**src/rtl/mem_access_unit.sv**
```systemverilog
// Load/store sequencer between a control unit and a RAM with MOC handshake; latency 3+ cycles (1 for alignment faults).
// One request at a time (req_ready only in IDLE), no response back-pressure; MEM_ACCESS_TIMEOUT_EN adds a WAIT timeout.
module mem_access_unit #(
    parameter int ADDR_W  = 8,
    parameter int DATA_W  = 32,
    parameter int TIMEOUT = 16
) (
    input  logic              clk,
    input  logic              clr,
    input  logic              req_valid,
    output logic              req_ready,
    input  logic              req_write,
    input  logic [1:0]        req_dt,
    input  logic              req_signed,
    input  logic [ADDR_W-1:0] req_addr,
    input  logic [DATA_W-1:0] req_wdata,
    output logic              mem_mov,
    output logic              mem_rw,
    output logic [1:0]        mem_dt,
    output logic [ADDR_W-1:0] mem_addr,
    output logic [DATA_W-1:0] mem_wdata,
    input  logic [DATA_W-1:0] mem_rdata,
    input  logic              mem_moc,
    output logic              rsp_valid,
    output logic [DATA_W-1:0] rsp_rdata,
    output logic              rsp_fault,
    output logic              busy
);

    localparam logic [1:0] S_IDLE  = 2'd0;
    localparam logic [1:0] S_ISSUE = 2'd1;
    localparam logic [1:0] S_WAIT  = 2'd2;
    localparam logic [1:0] S_RESP  = 2'd3;

    logic [1:0]        r_state;
    logic              r_write;
    logic              r_signed;
    logic              r_rw;
    logic [1:0]        r_dt;
    logic [ADDR_W-1:0] r_addr;
    logic [DATA_W-1:0] r_wdata;
    logic [DATA_W-1:0] r_rdata;
    logic              r_fault;
`ifdef MEM_ACCESS_TIMEOUT_EN
    logic [7:0]        r_cnt;
`endif

    logic              w_accept;
    logic              w_bad;
    logic [DATA_W-1:0] w_wmask;
    logic [DATA_W-1:0] w_rmask;
    logic              w_sign;
    logic [DATA_W-1:0] w_ext;

    assign w_accept = req_valid && (r_state == S_IDLE);

    assign w_bad = (req_dt == 2'b11) ||
                   ((req_dt == 2'b01) && req_addr[0]) ||
                   ((req_dt == 2'b10) && (req_addr[1:0] != 2'b00));

    assign w_wmask = (req_dt == 2'b00) ? DATA_W'(8'hFF) :
                     (req_dt == 2'b01) ? DATA_W'(16'hFFFF) : DATA_W'(32'hFFFF_FFFF);

    assign w_rmask = (r_dt == 2'b00) ? DATA_W'(8'hFF) :
                     (r_dt == 2'b01) ? DATA_W'(16'hFFFF) : DATA_W'(32'hFFFF_FFFF);

    // Sign bit is the MSB of the accessed field; bits above the field take it (or zero).
    assign w_sign = r_signed & ((r_dt == 2'b00) ? mem_rdata[7] :
                                (r_dt == 2'b01) ? mem_rdata[15] : mem_rdata[31]);
    assign w_ext  = (mem_rdata & w_rmask) | ({DATA_W{w_sign}} & ~w_rmask);

    always_ff @(posedge clk or negedge clr) begin
        if (!clr) begin
            r_state  <= S_IDLE;
            r_write  <= 1'b0;
            r_signed <= 1'b0;
            r_rw     <= 1'b1;
            r_dt     <= 2'b00;
            r_addr   <= '0;
            r_wdata  <= '0;
            r_rdata  <= '0;
            r_fault  <= 1'b0;
`ifdef MEM_ACCESS_TIMEOUT_EN
            r_cnt    <= 8'd0;
`endif
        end else begin
            case (r_state)
                S_IDLE: begin
                    if (w_accept) begin
                        r_write  <= req_write;
                        r_signed <= req_signed;
                        r_rw     <= ~req_write;
                        r_dt     <= req_dt;
                        r_addr   <= req_addr;
                        r_wdata  <= req_wdata & w_wmask;
                        if (w_bad) begin
                            r_state <= S_RESP;
                            r_fault <= 1'b1;
                            r_rdata <= '0;
                        end else begin
                            r_state <= S_ISSUE;
                        end
                    end
                end
                S_ISSUE: begin
                    r_state <= S_WAIT;
`ifdef MEM_ACCESS_TIMEOUT_EN
                    r_cnt   <= 8'd0;
`endif
                end
                S_WAIT: begin
                    if (mem_moc) begin
                        r_state <= S_RESP;
                        r_fault <= 1'b0;
                        r_rdata <= r_write ? '0 : w_ext;
                    end
`ifdef MEM_ACCESS_TIMEOUT_EN
                    else if (r_cnt == 8'(TIMEOUT - 1)) begin
                        r_state <= S_RESP;
                        r_fault <= 1'b1;
                        r_rdata <= '0;
                    end else begin
                        r_cnt <= r_cnt + 8'd1;
                    end
`endif
                end
                default: r_state <= S_IDLE;
            endcase
        end
    end

    assign req_ready = (r_state == S_IDLE);
    assign busy      = (r_state != S_IDLE);
    assign mem_mov   = (r_state == S_ISSUE) || (r_state == S_WAIT);
    assign mem_rw    = r_rw;
    assign mem_dt    = r_dt;
    assign mem_addr  = r_addr;
    assign mem_wdata = r_wdata;
    assign rsp_valid = (r_state == S_RESP);
    assign rsp_rdata = r_rdata;
    assign rsp_fault = r_fault;

endmodule

```
**config.mk**
```make
export PLATFORM = sky130hd
export DESIGN_NAME = mem_access_unit
export DESIGN_NICKNAME = d
export VERILOG_FILES = /design/src/rtl/mem_access_unit.sv
export SDC_FILE = /design/constraint.sdc
export NUM_CORES = 1
export LEC_CHECK = 0
export ABC_AREA = 1
export CORE_MARGIN = 5
export CORE_UTILIZATION = 37
export CTS_CLUSTER_SIZE = 20
export DETAILED_ROUTE_END_ITERATION = 8
export PLACE_DENSITY_LB_ADDON = 0.3
export SETUP_SLACK_MARGIN = 0.2
export SYNTH_ARGS = -nofsm -noshare
export SYNTH_HDL_FRONTEND = slang
export SYNTH_SLANG_ARGS = --single-unit
export TNS_END_PERCENT = 100
```
**constraint.sdc**
```tcl
create_clock -name clk -period 1.4 [get_ports clk]
set_input_delay 0.28 -clock clk [delete_from_list [all_inputs] [get_ports clk]]
set_output_delay 0.28 -clock clk [all_outputs]
set_load 0.02 [all_outputs]
```
# Word level (Yosys, flattened, before mapping)
# Index checks and enable logic that the tools add are counted.
# W data, S select, Z words.
dict set report totals {
  register_bits 80
  elab_cells 60
  input_bits 80
}
dict set report classes {
  bitwise_logic 7
  n_reduce_logical 15
  n_eq_ne 10
  mux 19
}
# operator n
set ops {}
lappend ops {{$mux W32} 8}
lappend ops {{$and A32 B32 Y32} 3}
lappend ops {{$pmux W32 S2} 1}
lappend ops {{$not A32 Y32} 1}
lappend ops {{$or A32 B32 Y32} 1}
lappend ops {{$eq A2 B2 Y1 const B} 4}
lappend ops {{$eq A2 B1 Y1 const B} 3}
lappend ops {{$logic_not A2 Y1} 3}
lappend ops {{$mux W2} 3}
lappend ops {{$pmux W2 S3} 1}
lappend ops {{$reduce_bool A2 Y1} 3}
lappend ops {{$mux W1} 5}
lappend ops {{$ne A2 B1 Y1 const B} 2}
lappend ops {{$reduce_and A2 Y1} 2}
lappend ops {{$reduce_and A4 Y1} 1}
lappend ops {{$logic_and A1 B1 Y1} 3}
lappend ops {{$logic_or A1 B1 Y1} 3}
lappend ops {{$ne A2 B2 Y1 const B} 1}
lappend ops {{$pmux W1 S2} 1}
lappend ops {{$and A1 B1 Y1} 1}
lappend ops {{$not A1 Y1} 1}

# Longest topological paths before layout
# Gate-level depths: netlist (run 1).
dict set report depth {
  word_depth 9
  mapped_depth 10
  depth_no_buf 9
}

# Least setup slack after synthesis (run 1)
# Ideal clock, no wire load.
dict set report synth_timing {
  kind {flip-flop to flip-flop}
  startpoint {register r_state[0]}
  endpoint {register r_rdata[28], in the netlist rsp_rdata[28]}
  stages_incl_launch_ff 11
  setup_slack_ns -0.224
  t_arrival_ns 1.506
  required_time_ns 1.283
  path_buffers 1
  path_cell_list {dfrtp_1 > inv_1 > ha_1 > nor2_1 > clkinv_1 > nand3_2 > inv_2 > nand2_4 > buf_4 > nand2_1 > nand2_1}
}
dict set report synth_via {
  elab_chain_cells 4
  word_cells_on_any_way 9
}
# element line_no
set synth_lines {}
lappend synth_lines {{start, declared} 35} ;# logic [1:0] r_state;
lappend synth_lines {{start signal, assigned} 74} ;# r_state <= S_IDLE;
lappend synth_lines {{start signal, assigned} 97} ;# r_state <= S_RESP;
lappend synth_lines {{start signal, assigned} 101} ;# r_state <= S_ISSUE;
lappend synth_lines {{$logic_not A2 Y1 (*)} --}
lappend synth_lines {{named net req_ready} 11} ;# output logic req_ready,
lappend synth_lines {{$logic_and A1 B1 Y1} 55} ;# assign w_accept = req_valid && (r_state == S_IDLE);
lappend synth_lines {{$ne A2 B1 Y1 (no source line)} --}
lappend synth_lines {{$reduce_and A4 Y1 (no source line)} --}
lappend synth_lines {{end signal, assigned} 115} ;# r_rdata <= r_write ? '0 : w_ext;
lappend synth_lines {{end, declared} 42} ;# logic [DATA_W-1:0] r_rdata;
# Mark *: on every way through the listed nets, which the timed path passes. The rest lies on a longest branch.
# A chain may end at the register's enable or synchronous reset.

# Worst setup path in the final report (run 1)
dict set report layout_timing {
  startpoint {register r_state[0]}
  endpoint {register r_rdata[8], in the netlist rsp_rdata[8]}
}
dict set report layout_via {
  elab_chain_cells 4
  word_cells_on_any_way 9
}
# element line_no
set layout_lines {}
lappend layout_lines {{$logic_not A2 Y1} {55, 87}}
lappend layout_lines {{$logic_and A1 B1 Y1} 55}
lappend layout_lines {{$ne A2 B1 Y1 (no source line)} --}
lappend layout_lines {{$reduce_and A4 Y1 (no source line)} --}
# Parallel ways exist; a longest one is shown, timed or not.

==> impl_metrics.ini, run 1 <==
[timing]
finClkSkew_ps = 11.13
tightest_slew_ps = 441.9
rsz0062_at_grt = true
max_freq_mhz = 631.5
layout_setup_ws_ps = -183.4
finalMaxSlewViolations = 0
report.final.setup_viol = 84
finalCriticalPeriod_ps = 1583
min_period_over_period_pct = 113.1
slew_headroom_pct = 70.43
final_hold_viol_count = 0

[synthesis]
yosys-top-cells-area = dfrtp_1, nand2_1, nor2_1, o21ai_0, nand3_1
yosysSeqAreaShare_pct = 57.40
synth-seq-cells = 80
synth_area_um2 = 3490
ys_warn_count = 0
async_flop_share_pct = 100.0
synth_top_area_cell = dfrtp_1
syn_avg_cell_area_um2 = 8.269
synth_nets = 505
synthFlopType = dfrtp_1
synth_top_area_share_pct = 56.65
synth_edf_count = 0
synth_cell_types = 21
netlist_instances = 422

[finish]
post-route-util_pct = 69.16
n_antenna_cell = 0
final_cell_mix = nand2_1, dfrtp_1, clkdlybuf4s50_1
layout_commonest_cell = nand2_1
drive_above_1_share_pct = 33.18
fin_cells = 774
fill_cells = 721
final_nets = 741
area_growth_pct = 82.25

[run_status]
failed_checks = negative setup slack
status = finished with violations

[floorplanning]
fp.dieW_um = 107.1
core_um2 = 9196
fp.dieH_um = 107.1
ioPinCount = 160
die-area_um2 = 11470
row_count = 35
initial_core_util_pct = 37.95

[drt]
drc_errors = 0
dr.pass1.iters = 4
wl_per_cell_um = 15.00
drt_iter0_markers = 97
final_antenna_net_count = 0
num_vias = 3656
vias_per_cell = 4.724
routed_wirelength_um = 11610

[clock_network]
clockBufferDepth = 2
clkSlewWorstSetupHoldPaths_ps = 90
htreeDepth = 3
insertion_delay_ps = 350
cts_tree = yes
cts_buffers = 9
cts.sinks = 80
root_buffer = clkbuf_8

[pwr]
power.leakage_nw = 3.223
pwr_density_cell_nw_per_um2 = 2231
totalPowerFinal_w = 0.01419
ir_drop_uv = 1023

[setup_path]
crit_path_start_kind = register
path_class = register to register
cp_cell_sequence = inv_2, ha_4, buf_6, nand2_4, nand3_4, a21oi_4, buf_6, buf_16, nand2_1, nand2_1
critPathMaxStageDelay_ps = 390
critPathSlowestCell = dfrtp_1
worstPathArrival_ps = 1880
r2r_slack_ps = -180
cp.required_ps = 1690
worstSetupEndpointType = register
path_max_fanout = 11
rr_worst_depth = 10

[global_route]
grt_pass1_vias = 3612
grt_usage_pct = 19.41
grt_pass1_wl_um = 17930
overflow = 0
grt_max_degree = 35
antenna_found_initial = 0

[placement]
portBuffers = 159
dp_hpwl_um = 7791
placed_cells = 706
gp_congestion = 0.8128

[flow_run]
max-cap-violations = 0

[hold_path]
hp-class = input port to asynchronous set/reset pin
==> layout make-up <==
type	instances	area, µm²	share of cell area [%]
Clock buffer	11	131.4	2.066
Clock inverter	5	57.56	0.9050
Inverter	15	72.57	1.141
Multi-Input combinational cell	308	1476	23.21
Sequential cell	80	2003	31.50
Tap cell	111	138.9	2.184
Timing Repair Buffer	244	2480	38.99
==> state kept, by name, indices dropped and copies added, names as in the netlist <==
signal and cells:
mem_addr 8, mem_dt 2, mem_rw 1, mem_wdata 32
r_signed 1, r_state 2, r_write 1, rsp_fault 1
rsp_rdata 32
==> what timing repair did <==
item	in CTS	in global routing
gates cloned	3	3
hold buffers	1	0
setup endpoints to repair	160	152
pin swaps	8	6
endpoints found under the hold margin	17	0
buffers inserted	12	33
gates resized for setup	386	126
==> routing by layer <==
metal / routed length (µm) / vias to the layer above / track usage (%)
li1: - / 1785 / -
met5: 0 / - / 0
met3: 1039 / 26 / 6.382
met2: 5568 / 149 / 31.59
met4: 269 / 0 / 6.758
met1: 4729 / 1696 / 24.15
==> synth_stat cells, types with 2 or more instances <==
library cell and n:
nand3_2 2, ha_1 3, dfrtp_1 79, inv_2 2
buf_4 3, nand2_1 187, buf_2 3, clkinv_1 3
nor2_1 51, inv_1 10, nand2_2 3, clkbuf_1 8
nand3_1 17, o21ai_1 10, o21ai_0 31, buf_6 5
==> where the power goes <==
part | internal [W] | switching (W)
logic | 0.00442 | 0.00435
clock network | 0.000823 | 0.000862
registers | 0.00314 | 0.000582
total | 0.00839 | 0.00580
==> metrics by stage <==
stage	hold slack (ps)	TNS [ps]	instance area, µm²	worst slack, ps
detailed placement	184.5	-13650	5468	-276.5
global route	357.0	-12250	6360	-245.2
global placement	179.4	-11900	5468	-238.9
CTS	343.0	-8209	5685	-163.9
finish	352.2	-6663	6360	-183.4
floorplan	-15.59	0	3545	19.66
==> worst paths after layout <==
check                                              start                        to
worst max-delay path              r_state[0]$_DFFE_PN0P_  rsp_rdata[8]$_DFFE_PN0P_
worst min-delay path                                 clr  rsp_rdata[4]$_DFFE_PN0P_
worst max register to register    r_state[0]$_DFFE_PN0P_  rsp_rdata[8]$_DFFE_PN0P_
worst min register to register  mem_wdata[6]$_DFFE_PN0P_  mem_wdata[6]$_DFFE_PN0P_
max in group asynchronous                            clr        mem_rw$_DFFE_PN1P_
min in group clk                            req_wdata[4]  mem_wdata[4]$_DFFE_PN0P_
==> cells by family (layout without fill, tap and decap cells) <==
family                   count (synthesis)  count (layout)  synth area share [%]
AND/OR/NAND/NOR                        262             262                 29.80
adder cells (fa/ha/maj)                  3               3                 1.076
AO/OA/AOI/OAI                           43              43                 6.562
flip-flops                              80              80                 57.40
buffers and inverters                   34             275                 5.163
==> worst max-delay path, delay by kind of cell, from the launching register on <==
family	cells	cell delay [ps]
compound gates	1	200
buf+inv	4	480
fa+ha+maj	1	180
flops	1	390
simple gates	4	280
Power figures use the tool's default switching activity.
==> inputs of run 2 (changes only) <==
- GPL_TIMING_DRIVEN: not set -> 0
==> impl_metrics.ini, run 2 (synthesis gave the netlist of run 1 again) <==
[clock_network]
htreeDepth = 3
clkSlewWorstSetupHoldPaths_ps = 80
root_buffer = clkbuf_8
cts_buffers = 9
insertion_delay_ps = 330
cts.sinks = 80
clockBufferDepth = 2
cts_tree = yes

[setup_path]
path_max_fanout = 7
worstSetupEndpointType = register
crit_path_start_kind = register
cp_cell_sequence = buf_6, ha_4, nand2_4, nand3_4, buf_6, a21oi_4, buf_12, buf_8, nand3_2, nand2_1
worstPathArrival_ps = 1890
critPathSlowestCell = dfrtp_2
critPathMaxStageDelay_ps = 450
cp.required_ps = 1670
path_class = register to register
cpMostUsedCell = buf_6

[pwr]
pwr_density_cell_nw_per_um2 = 2254
p_comb_share_pct = 59.5
power.internal_w = 0.007716
ir_drop_uv = 1001
netSwitchingPower_w = 0.005616
clockPowerShare_pct = 12.7
seqPwrFrac_pct = 27.8
power.leakage_nw = 3.034
sw_frac_of_total_pct = 42.12

[timing]
min_period_over_period_pct = 115.1
slew_headroom_pct = 73.20
final_hold_viol_count = 0
report.final.setup_viol = 55
finalMaxSlewViolations = 0
rsz0062_at_grt = true
tightest_slew_ps = 400.6
max_freq_mhz = 620.7
layout_setup_ws_ps = -211.1
finClkSkew_ps = 7.088
finalCriticalPeriod_ps = 1611

[placement]
gp_congestion = 0.8012
placed_area_um2 = 5290
dp_slack_ps = -387.1
dp_hpwl_um = 7528
portBuffers = 158

[drt]
final_antenna_net_count = 0
drt_iter0_markers = 94
dr.pass1.iters = 4
num_vias = 3554
wl_per_cell_um = 14.89
drc_errors = 0
routed_wirelength_um = 11090
vias_per_cell = 4.770

[floorplanning]
ioPinCount = 160
row_count = 35
initial_core_util_pct = 37.95
die-area_um2 = 11470
fp.dieW_um = 107.1
core_um2 = 9196
fp.dieH_um = 107.1

[flow_run]
max-cap-violations = 0

[finish]
n_antenna_cell = 0
fill_cells = 779
layout_commonest_cell = nand2_1
stdcell_area_um2 = 5916
drive_above_1_share_pct = 30.44
final_cell_mix = nand2_1, clkdlybuf4s50_1, dfrtp_1
area_growth_pct = 69.52
final_nets = 714

[global_route]
grt_pass1_vias = 3575
grt_pass1_wl_um = 17820
antenna_found_initial = 0
overflow = 0
grt_max_degree = 55
grt_usage_pct = 19.28

[hold_path]
hp-class = input port to register

[run_status]
status = finished with violations
failed_checks = negative setup slack
-- run 2: changes by cell type in the layout (fill, tap and decap cells not counted), moves of 3 or more --
cell / previous run / this run
buf_6: 68 / 42
buf_12: 10 / 1
nand2_2: 11 / 7
o21ai_0: 19 / 24
buf_8: 2 / 5
nand2_1: 176 / 180
o21ai_1: 22 / 16
dfrtp_2: 0 / 3
dfrtp_1: 79 / 76
clkbuf_8: 9 / 18
buf_4: 64 / 32
buf_2: 16 / 44
-- run 2: final timing paths --
kind	depth (start not counted)	start	end	slack, ps
max	10	r_state[1]$_DFFE_PN0P_	rsp_rdata[23]$_DFFE_PN0P_	-210
min	3	req_dt[1]	mem_wdata[20]$_DFFE_PN0P_	240
max reg2reg	10	r_state[1]$_DFFE_PN0P_	rsp_rdata[23]$_DFFE_PN0P_	-210
min reg2reg	2	rsp_rdata[26]$_DFFE_PN0P_	rsp_rdata[26]$_DFFE_PN0P_	480
max in group asynchronous	3	clr	mem_rw$_DFFE_PN1P_	350
min in group asynchronous	2	clr	rsp_rdata[2]$_DFFE_PN0P_	400
-- run 2: per-stage QoR --
step / hold slack [ps] / util (%) / power [W] / cells / setup TNS [ps]
final: 244.9 / 64.33 / 0.01333 / 745 / -6413
after floorplan: -15.59 / - / 0.007257 / 422 / 0
after CTS: 229.1 / 60.78 / 0.01262 / 728 / -5998
after global placement: 456.7 / 57.25 / 0.009804 / 691 / -239330
after global routing: 251.7 / 64.33 / 0.01419 / 745 / -11830
after detailed placement: 225.6 / 57.52 / 0.009957 / 692 / -18840
-- run 2: power groups by stage --
| stage | registers [W] | logic, W | clock network, W |
|---|---|---|---|
| floorplan | 0.00455 | 0.00271 | 0 |
| global placement | 0.00364 | 0.00616 | 0 |
| detailed placement | 0.00368 | 0.00628 | 0 |
| CTS | 0.00364 | 0.00723 | 0.00174 |
| global route | 0.00380 | 0.00856 | 0.00183 |
| finish | 0.00371 | 0.00793 | 0.00169 |
-- run 2: repair_timing --
action                                 in CTS  in global routing
pin swaps                                  13                 12
hold buffers                                1                  0
gates cloned                               10                  0
gates resized for setup                   396                 73
endpoints found under the hold margin      26                  0
buffers inserted                           11                 17
setup endpoints to repair                 159                122
-- run 2: area by class of cell --
cell class,count,area [µm²],share of cell area [%]
clock inverters,3,42.54,0.7191
plain buffers,19,227.7,3.849
well taps,111,138.9,2.348
inverters,15,76.32,1.290
repair buffers,195,1765,29.84
multi-input cells,310,1500,25.36
repair inverters,1,6.256,0.1058
flip-flops and latches,80,2007,33.93
clock buffers,11,151.4,2.559
-- run 2: worst max-delay path, delay by kind of cell (launching register included) --
kind                     cells  cell delay [ps]
AO/OA/AOI/OAI                1              130
adder cells (fa/ha/maj)      1              180
buffers and inverters        4              510
flip-flops                   1              450
AND/OR/NAND/NOR              4              290
-- run 2: metal layers --
metal / vias to the layer above / global-route usage, % / routed length [µm]
met4: 0 / 5.571 / 111
met3: 11 / 6.321 / 1026
met2: 134 / 31.90 / 5387
met1: 1675 / 24.04 / 4566
met5: - / 0 / 0
li1: 1734 / - / -
